File: src/rtl/score_to_segments_pkg.sv
// Shared constants for the score display path: active-low {g..a} digit patterns,
// the conversion state enum and the default saturation ceiling.
package score_to_segments_pkg;

  localparam logic [6:0] SEG_0     = 7'b1000000;
  localparam logic [6:0] SEG_1     = 7'b1111001;
  localparam logic [6:0] SEG_2     = 7'b0100100;
  localparam logic [6:0] SEG_3     = 7'b0110000;
  localparam logic [6:0] SEG_4     = 7'b0011001;
  localparam logic [6:0] SEG_5     = 7'b0010010;
  localparam logic [6:0] SEG_6     = 7'b0000010;
  localparam logic [6:0] SEG_7     = 7'b1111000;
  localparam logic [6:0] SEG_8     = 7'b0000000;
  localparam logic [6:0] SEG_9     = 7'b0010000;
  localparam logic [6:0] SEG_BLANK = 7'b1111111;

  localparam int SAT_VALUE_DEFAULT = 9999;

  typedef enum logic [1:0] {
    IDLE,
    SHIFT,
    ENCODE
  } state_t;

  // Non-decimal nibbles cannot occur after saturation; they show as dark.
  function automatic logic [6:0] digit_to_seg(input logic [3:0] digit);
    case (digit)
      4'd0:    return SEG_0;
      4'd1:    return SEG_1;
      4'd2:    return SEG_2;
      4'd3:    return SEG_3;
      4'd4:    return SEG_4;
      4'd5:    return SEG_5;
      4'd6:    return SEG_6;
      4'd7:    return SEG_7;
      4'd8:    return SEG_8;
      4'd9:    return SEG_9;
      default: return SEG_BLANK;
    endcase
  endfunction

endpackage

File: src/rtl/score_to_segments_seg7_encode.sv
// Combinational BCD digit to active-low 7-segment pattern {g,f,e,d,c,b,a}.
module seg7_encode
  import score_to_segments_pkg::*;
(
  input  logic [3:0] digit,
  output logic [6:0] seg
);

  assign seg = digit_to_seg(digit);

endmodule

File: src/rtl/score_to_segments.sv
// Sequential double-dabble score encoder driving four held 7-segment patterns.
// Optional LEADING_ZERO_BLANK_EN blanks leading zeros on num3..num1.
module score_to_segments
  import score_to_segments_pkg::*;
#(
  parameter int VALUE_W   = 14,
  parameter int SAT_VALUE = SAT_VALUE_DEFAULT
) (
  input  logic               clk,
  input  logic               rst,
  input  logic               start,
  input  logic [VALUE_W-1:0] value,
  output logic               busy,
  output logic               done,
  output logic [6:0]         num0,
  output logic [6:0]         num1,
  output logic [6:0]         num2,
  output logic [6:0]         num3
);

  localparam int                 CNT_W      = $clog2(VALUE_W + 1);
  localparam int                 DD_W       = 16 + VALUE_W;
  localparam logic [VALUE_W-1:0] SAT_LIMIT  = VALUE_W'(SAT_VALUE);
  localparam logic [CNT_W-1:0]   LAST_SHIFT = CNT_W'(VALUE_W - 1);

`ifdef LEADING_ZERO_BLANK_EN
  localparam logic [6:0] SEG_UPPER_RST = SEG_BLANK;
`else
  localparam logic [6:0] SEG_UPPER_RST = SEG_0;
`endif

  state_t             state_reg;
  logic [CNT_W-1:0]   count_reg;
  logic [VALUE_W-1:0] bin_reg;
  logic [15:0]        bcd_reg;
  logic               busy_reg;
  logic               done_reg;
  logic [6:0]         num_reg  [4];
  logic [6:0]         num_next [4];
  logic [6:0]         seg_pat  [4];
  logic [15:0]        bcd_adj;
  logic [DD_W-1:0]    dd_shifted;
  logic [VALUE_W-1:0] value_sat;

  genvar gi;
  generate
    for (gi = 0; gi < 4; gi++) begin : g_digit
      assign bcd_adj[gi*4 +: 4] = (bcd_reg[gi*4 +: 4] >= 4'd5) ?
                                  bcd_reg[gi*4 +: 4] + 4'd3 : bcd_reg[gi*4 +: 4];
      seg7_encode u_seg7_encode (
        .digit (bcd_reg[gi*4 +: 4]),
        .seg   (seg_pat[gi])
      );
    end
  endgenerate

  assign dd_shifted = {bcd_adj, bin_reg} << 1;
  assign value_sat  = (value > SAT_LIMIT) ? SAT_LIMIT : value;

  // Blanking cascades from the thousands digit down; num0 always shows.
  always_comb begin
    for (int i = 0; i < 4; i++) num_next[i] = seg_pat[i];
`ifdef LEADING_ZERO_BLANK_EN
    if (bcd_reg[15:12] == 4'd0) begin
      num_next[3] = SEG_BLANK;
      if (bcd_reg[11:8] == 4'd0) begin
        num_next[2] = SEG_BLANK;
        if (bcd_reg[7:4] == 4'd0) num_next[1] = SEG_BLANK;
      end
    end
`endif
  end

  always_ff @(posedge clk) begin
    if (rst) begin
      state_reg  <= IDLE;
      count_reg  <= '0;
      bin_reg    <= '0;
      bcd_reg    <= '0;
      busy_reg   <= 1'b0;
      done_reg   <= 1'b0;
      num_reg[0] <= SEG_0;
      for (int i = 1; i < 4; i++) num_reg[i] <= SEG_UPPER_RST;
    end else begin
      done_reg <= 1'b0;
      case (state_reg)
        IDLE: begin
          if (start) begin
            bin_reg   <= value_sat;
            bcd_reg   <= '0;
            count_reg <= '0;
            busy_reg  <= 1'b1;
            state_reg <= SHIFT;
          end
        end
        SHIFT: begin
          {bcd_reg, bin_reg} <= dd_shifted;
          count_reg          <= count_reg + CNT_W'(1);
          if (count_reg == LAST_SHIFT) state_reg <= ENCODE;
        end
        ENCODE: begin
          for (int i = 0; i < 4; i++) num_reg[i] <= num_next[i];
          done_reg  <= 1'b1;
          busy_reg  <= 1'b0;
          state_reg <= IDLE;
        end
        default: begin
          busy_reg  <= 1'b0;
          state_reg <= IDLE;
        end
      endcase
    end
  end

  assign busy = busy_reg;
  assign done = done_reg;
  assign num0 = num_reg[0];
  assign num1 = num_reg[1];
  assign num2 = num_reg[2];
  assign num3 = num_reg[3];

endmodule

File: config.mk
export PLATFORM = sky130hd
export DESIGN_NAME = score_to_segments
export DESIGN_NICKNAME = d
export VERILOG_FILES = /design/src/rtl/score_to_segments_pkg.sv /design/src/rtl/score_to_segments_seg7_encode.sv /design/src/rtl/score_to_segments.sv
export SDC_FILE = /design/constraint.sdc
export NUM_CORES = 1
export LEC_CHECK = 0
export CORE_ASPECT_RATIO = 0.9
export CORE_UTILIZATION = 40
export DETAILED_ROUTE_END_ITERATION = 12
export PLACE_DENSITY = 0.63
export SLEW_MARGIN = 5
export SYNTH_ARGS = -nofsm -noshare
export SYNTH_HDL_FRONTEND = slang
export SYNTH_SLANG_ARGS = --single-unit
export TNS_END_PERCENT = 100
File: constraint.sdc
create_clock -name clk -period 2.6 [get_ports clk]
set_clock_uncertainty 0.15 [all_clocks]
set_input_delay 0.52 -clock clk [delete_from_list [all_inputs] [get_ports clk]]
set_output_delay 0.52 -clock clk [all_outputs]
set_load 0.03 [all_outputs]
==> results of run 1 <==
-- routing by layer --
metal	GRT usage [%]	wire, um	vias up
li1	-	-	1725
met1	22.3	4360	1587
met2	28.2	4220	66
met3	3.31	330	7
met4	5.03	74	0
met5	0	0	-
-- worst paths after layout --
| check | startpoint | to | cells past startpoint | slack, ns |
|---|---|---|---|---|
| setup reg to reg | bcd_reg[9] | g_digit[2].u_seg7_encode.seg[3] | 11 | 0.17 |
| hold / removal | bin_reg[2] | bin_reg[2] | 2 | 0.30 |
| hold reg to reg | bin_reg[2] | bin_reg[2] | 2 | 0.30 |
| setup / recovery | rst | g_digit[3].u_seg7_encode.seg[4] | 9 | 0.06 |
-- cells in the mapped netlist, types with 6 or more instances --
library cell                n  area, um^2
sky130_fd_sc_hd__dfxtp_1   66        1320
sky130_fd_sc_hd__nand2_1   39         146
sky130_fd_sc_hd__inv_1     32         120
sky130_fd_sc_hd__ha_1      30         375
sky130_fd_sc_hd__edfxtp_1  28         841
sky130_fd_sc_hd__and2_1    26         163
sky130_fd_sc_hd__a21oi_1   25         125
sky130_fd_sc_hd__nor2_1    24        90.1
sky130_fd_sc_hd__o21a_1     8        60.1
sky130_fd_sc_hd__a22oi_1    7        52.6
sky130_fd_sc_hd__buf_2      7        35.0
sky130_fd_sc_hd__nand2b_1   7        43.8
sky130_fd_sc_hd__o221ai_1   7        61.3
sky130_fd_sc_hd__a22o_1     6        52.6
sky130_fd_sc_hd__clkbuf_1   6        22.5
sky130_fd_sc_hd__nand3_1    6        30.0
sky130_fd_sc_hd__nor3_1     6        30.0
sky130_fd_sc_hd__o21ai_0    6        30.0
-- kinds of logic (layout without fill, tap and decap cells) --
group	after synthesis	count (layout)	share of synthesized area, %
adder cells (fa/ha/maj)	30	30	8.61
XOR/XNOR	8	8	1.61
AND/OR/NAND/NOR	123	123	14.0
flip-flops	94	94	49.6
AO/OA/AOI/OAI	115	115	20.8
buffers and inverters	48	156	4.68
multiplexers	3	3	0.717
-- where the power goes --
part	internal, mW	switching, mW
clock	0.850	0.561
sequential	1.55	0.0187
combinational	0.121	0.142
-- critical path: cells and delay by family --
kind                     cells  cell delay, ns
AO/OA/AOI/OAI                4            0.76
buffers and inverters        2            0.60
AND/OR/NAND/NOR              2            0.56
adder cells (fa/ha/maj)      1            0.19
-- final cells by class --
cell class              count  area, um^2
clock buffers              10         229
clock inverters             6        92.6
fillers                   927        4700
inverters                  33         124
multi-input cells         279        2020
flip-flops and latches     94        2160
well taps                 129         161
repair buffers            107         931
-- what timing repair did --
item	4_1_cts	5_1_grt
endpoints found under the hold margin	0	0
gates resized for setup	0	5
endpoints found under the setup margin	0	5
==> results.toml, run 1 <==
[global_route]
number_of_antenna_violations_at_the_first_check_in_global_routing = 0
wire_length_of_the_first_global_routing_pass_um = 15300
first_global_vias = 3227
grt_usage_pct = 16.9
grt_max_degree = 29
grt_overflow = 0

[die]
floorplan.die.height_um = 101
core_um2 = 10400
num_rows = 35
design.portCount = 47
initial_core_util_pct = 41.8
die_area_um2 = 11300
die_width_um = 112

[power]
pwr_density_cell_nw_per_um2 = 566
totalPowerFinal_mw = 3.24
power.leakage_nw = 2.38
vdd.ir_drop.worst_mv = 0.331

[clocking]
cts_inserted_buffers = 9
cts_hold_buf = 0
worst_setup_hold_path_clk_slew_ns = 0.07
cts.sinks = 94
cts_h_tree_depth = 3
cts_tree = "yes"
clk-insertion-delay-late_ns = 0.34
clk_root_buffer_cell = "sky130_fd_sc_hd__clkbuf_16"
cts_max_path_buffers = 2
post-cts-setup-buffer-count = 0

[route]
avgRoutedWirePerCell_um = 13.7
vias = 3385
antenna_violating_nets_post_route = 0
final_routed_drc_violation_total = 3
wl_um = 8980
first_pass_iters = 8
detail_route.vias_per_cell = 5.14
count_of_routing_violations_after_the_opening_detailed_route_iteration = 152

[finish]
postLayoutCellArea_um2 = 5720
drive_above_1_share_pct = 18.3
n_antenna_cell = 0
layout.cells.non_filler = 658
finalCoreUtilization_pct = 54.9
layout.cells.most_common = "sky130_fd_sc_hd__dfxtp_1"
nets = 571
layout.cells.most_common_list = "sky130_fd_sc_hd__dfxtp_1 (66), sky130_fd_sc_hd__buf_4 (60), sky130_fd_sc_hd__clkdlybuf4s50_1 (46)"
area_delta_synth_final_pct = 31.1

[sta]
slew_violations = 0
timing.final.crit_period_ns = 2.54
timing.hold.ws_ns = 0.296
setup_viol = 0
worstMarginPinSlew_ns = 0.500
fmaxAchievable_ghz = 0.394
timing.slew.headroom_pct = 66.6
setup_total_negative_slack_ns = 0
min_period_over_period_pct = 97.6
timing.final.hold_violations = 0
timing.final.ws_setup_ns = 0.0622

[critical_path]
cp_max_fo = 8
worst_path_required_ns = 2.70
worst_path_largest_cell_delay_ns = 0.47
critical_path.cell_chain = "clkdlybuf4s50_1 > or3b_4 > buf_4 > o31a_1 > ha_2 > nor2_1 > a21oi_1 > o221ai_1 > a2bb2oi_1"
data_arrival_time_of_the_worst_path_ns = 2.64
cp-start-kind = "primary input"
end_kind = "flop"
critPathSlowestCell = "sky130_fd_sc_hd__or3b_4"
critPathKind = "primary input to flop"

[flow_run]
drv_cap = 0

[hold_path]
holdCritPathClass = "flop to flop"

[place]
place.detailed.hpwl_um = 6630
placed_cells = 642
globalplace.congestion = 0.813
placement.setup.worst_slack_ns = -0.256
detailed_place.area_um2 = 5370
place.port_buffers = 46

[logic_synthesis]
syn_avg_cell_area_um2 = 10.4
net_count_after_synthesis = 468
synth_top_flop_cell = "sky130_fd_sc_hd__dfxtp_1"
number_of_flops_mapped_to_enable_cells_by_yosys = 28
synth_sequential_area_ratio_pct = 49.6
synth_cells = 421
netlist_area_before_placement_um2 = 4360
async_reset_ff_share_pct = 0
ys_seq_elements = 94
synthDistinctLibCells = 60
number_of_warnings_issued_by_yosys = 0

[status]
violated_checks = "DRC"
outcome = "finished, violations left"
No activity file was read; power rests on OpenSTA's default activity.
==> inputs of run 2 (changes only) <==
- ABC_AREA: unset -> 1
- SLEW_MARGIN: 5 -> unset
==> run 2 against run 1 <==
Net effect:
- the run now ends clean
- clock-buffer cell count shrank 1
- non-clock buffer count shrank 44
- synthesized cell count grew 31%
- sequential power is essentially flat
- flip-flop and latch count is the same
- clock power is essentially flat
- critical endpoint is now g_digit[2].u_seg7_encode.seg[3]
- largest cell class unchanged
- largest power group unchanged
==> results.toml, run 2 <==
[route]
final_routed_drc_violation_total = 0
vias = 3627
antenna_violating_nets_post_route = 0
wl_um = 8920
avgRoutedWirePerCell_um = 11.6
first_pass_iters = 4
detail_route.vias_per_cell = 4.72
count_of_routing_violations_after_the_opening_detailed_route_iteration = 130

[die]
core_um2 = 11000
initial_core_util_pct = 42.1
floorplan.die.height_um = 104
die_area_um2 = 12000
design.portCount = 47
num_rows = 36
die_width_um = 116

[clocking]
cts_inserted_buffers = 9
cts.sinks = 94
clk_root_buffer_cell = "sky130_fd_sc_hd__clkbuf_16"
post-cts-setup-buffer-count = 0
worst_setup_hold_path_clk_slew_ns = 0.06
clk-insertion-delay-late_ns = 0.34
cts_max_path_buffers = 2
cts_repair_resize_count = 0
cts_tree = "yes"
cts_h_tree_depth = 3
cts_hold_buf = 0

[logic_synthesis]
async_reset_ff_share_pct = 0
synth_top_flop_cell = "sky130_fd_sc_hd__dfxtp_1"
synth_cells = 550
synthDistinctLibCells = 36
ys_top_cells_by_count = "sky130_fd_sc_hd__nand2_1 (145), sky130_fd_sc_hd__inv_1 (71), sky130_fd_sc_hd__dfxtp_1 (66)"
number_of_warnings_issued_by_yosys = 0
number_of_flops_mapped_to_enable_cells_by_yosys = 28
synth_top_area_share_pct = 28.5
synth_sequential_area_ratio_pct = 46.6
net_count_after_synthesis = 597
synth.area.top_cells = "sky130_fd_sc_hd__dfxtp_1 (28%), sky130_fd_sc_hd__edfxtp_1 (18%), sky130_fd_sc_hd__nand2_1 (12%), sky130_fd_sc_hd__ha_1 (8.1%), sky130_fd_sc_hd__inv_1 (5.7%)"
synth_top_cell_by_area = "sky130_fd_sc_hd__dfxtp_1"
synthMostInstantiatedCell = "sky130_fd_sc_hd__nand2_1"
ys_seq_elements = 94
netlist_area_before_placement_um2 = 4640
syn_avg_cell_area_um2 = 8.44

[global_route]
first_global_vias = 3600
grt_overflow = 0
number_of_antenna_violations_at_the_first_check_in_global_routing = 0
wire_length_of_the_first_global_routing_pass_um = 15500
grt_max_degree = 29
grt_usage_pct = 16.2

[sta]
setup_total_negative_slack_ns = 0
timing.slew.headroom_pct = 63.4
min_period_over_period_pct = 87.5
setup_viol = 0
timing.final.hold_violations = 0
fmaxAchievable_ghz = 0.439
unrepaired_setup_endpoints_after_global_routing = "no"
slew_violations = 0
worstMarginPinSlew_ns = 0.548
timing.final.crit_period_ns = 2.28
timing.final.ws_setup_ns = 0.324

[status]
outcome = "completed"

[critical_path]
cp_max_fo = 10
critPathKind = "flop to flop"
critPathSlowestCell = "sky130_fd_sc_hd__dfxtp_1"
worst_path_largest_cell_delay_ns = 0.67
critical_path.cell_chain = "nand2_8 > nor2_4 > nand2_1 > o22ai_4 > inv_1 > ha_1 > nand3_1 > nand2_1 > nand2_1 > nand2_1"
data_arrival_time_of_the_worst_path_ns = 2.36
worst_path_required_ns = 2.68
path_common_cell = "sky130_fd_sc_hd__nand2_1"
cp-start-kind = "flop"
timing.critical_path.from = "state_reg[0]"
end_kind = "flop"
rr_startpoint = "state_reg[0]"

[finish]
nets = 658
nFillCells = 1009
area_delta_synth_final_pct = 22.4
multiInputGateArea_um2 = 2080
drive_above_1_share_pct = 12.7
n_antenna_cell = 0
layout.cells.most_common_list = "sky130_fd_sc_hd__nand2_1 (145), sky130_fd_sc_hd__inv_1 (71), sky130_fd_sc_hd__dfxtp_1 (66)"
finalCoreUtilization_pct = 51.5
layout.cells.most_common = "sky130_fd_sc_hd__nand2_1"
area.sequential_um2 = 2160

[hold_path]
hold_wc_startpoint = "busy"
holdCritPathClass = "flop to flop"

[power]
power.leakage_nw = 2.44
internal_power_mw = 2.50
combinationalPowerShare_pct = 8.2
sequential_share_of_power_pct = 48.5
power.switching_fraction_pct = 22.9
vdd.ir_drop.worst_mv = 0.272
pwr-share-clk_pct = 43.3
pwr_density_cell_nw_per_um2 = 570
psw_mw = 0.742

[place]
placement.setup.worst_slack_ns = 0.0547
place.port_buffers = 46
globalplace.congestion = 0.848
place.detailed.hpwl_um = 6670

[flow_run]
drv_cap = 0
## run 2: cell types whose count changed in the layout (fill, tap and decap cells not counted), moves of 8 or more
cell | previous run | this run
sky130_fd_sc_hd__o21a_1 | 8 | 0
sky130_fd_sc_hd__nand3_1 | 6 | 50
sky130_fd_sc_hd__and2_1 | 26 | 0
sky130_fd_sc_hd__nor2_1 | 24 | 40
sky130_fd_sc_hd__o21ai_0 | 6 | 14
sky130_fd_sc_hd__inv_1 | 32 | 71
sky130_fd_sc_hd__nand4_1 | 1 | 9
sky130_fd_sc_hd__nand2_1 | 39 | 145
sky130_fd_sc_hd__buf_4 | 60 | 15
## run 2: power by group through the flow
stage          logic (mW)  clock network (mW)  registers, mW
2_1_floorplan       0.144                   0           1.62
3_3_place_gp        0.262                   0           1.60
3_5_place_dp        0.267                   0           1.60
4_1_cts             0.268                1.44           1.57
5_1_grt             0.291                1.49           1.57
6_report            0.266                1.40           1.57
## run 2: area by class of cell
type                            count  area share (%)
Multi-Input combinational cell    362            36.7
Timing Repair Buffer               63            10.8
Inverter                           81            5.48
Tap cell                          152            3.35
Clock inverter                      7            1.70
Clock buffer                        9            3.96
Sequential cell                    94            38.1
## run 2: logic make-up after synthesis
logic type	after synthesis	synth area share, %
adders and majority gates	30	8.09
AOI/OAI and AO/OA	59	9.73
DFF	94	46.6
buffers and inverters	94	8.60
and+or+nand+nor	273	27.0
## run 2: path summary, 6_finish.rpt
| kind | slack (ns) | end | cells after the start |
|---|---|---|---|
| setup / recovery | 0.32 | g_digit[2].u_seg7_encode.seg[3] | 10 |
| hold reg to reg | 0.33 | busy | 2 |
| setup reg to reg | 0.32 | g_digit[2].u_seg7_encode.seg[3] | 10 |
| hold / removal | 0.33 | busy | 2 |
## run 2: through the flow
stage	instance area, um^2	instances	hold slack (ns)	power, mW
global route	5680	768	0.351	3.36
finish	5680	768	0.326	3.24
floorplan	4640	550	0.278	1.77
global placement	5360	752	0.297	1.86
detailed placement	5360	752	0.310	1.87
CTS	5680	768	0.320	3.28
## run 2: critical path, delay by kind of cell, from the launching register on
family,cells,cell delay (ns)
buffers and inverters,1,0.10
AO/OA/AOI/OAI,1,0.14
AND/OR/NAND/NOR,7,0.81
flip-flops,1,0.67
adder cells (fa/ha/maj),1,0.31
## run 2: routing by layer
metal	GRT usage [%]	vias to the layer above	routed length (um)
li1	-	1895	-
met1	18.7	1668	3980
met2	28.8	49	4500
met3	3.55	15	244
met4	6.22	0	194
met5	0	-	0
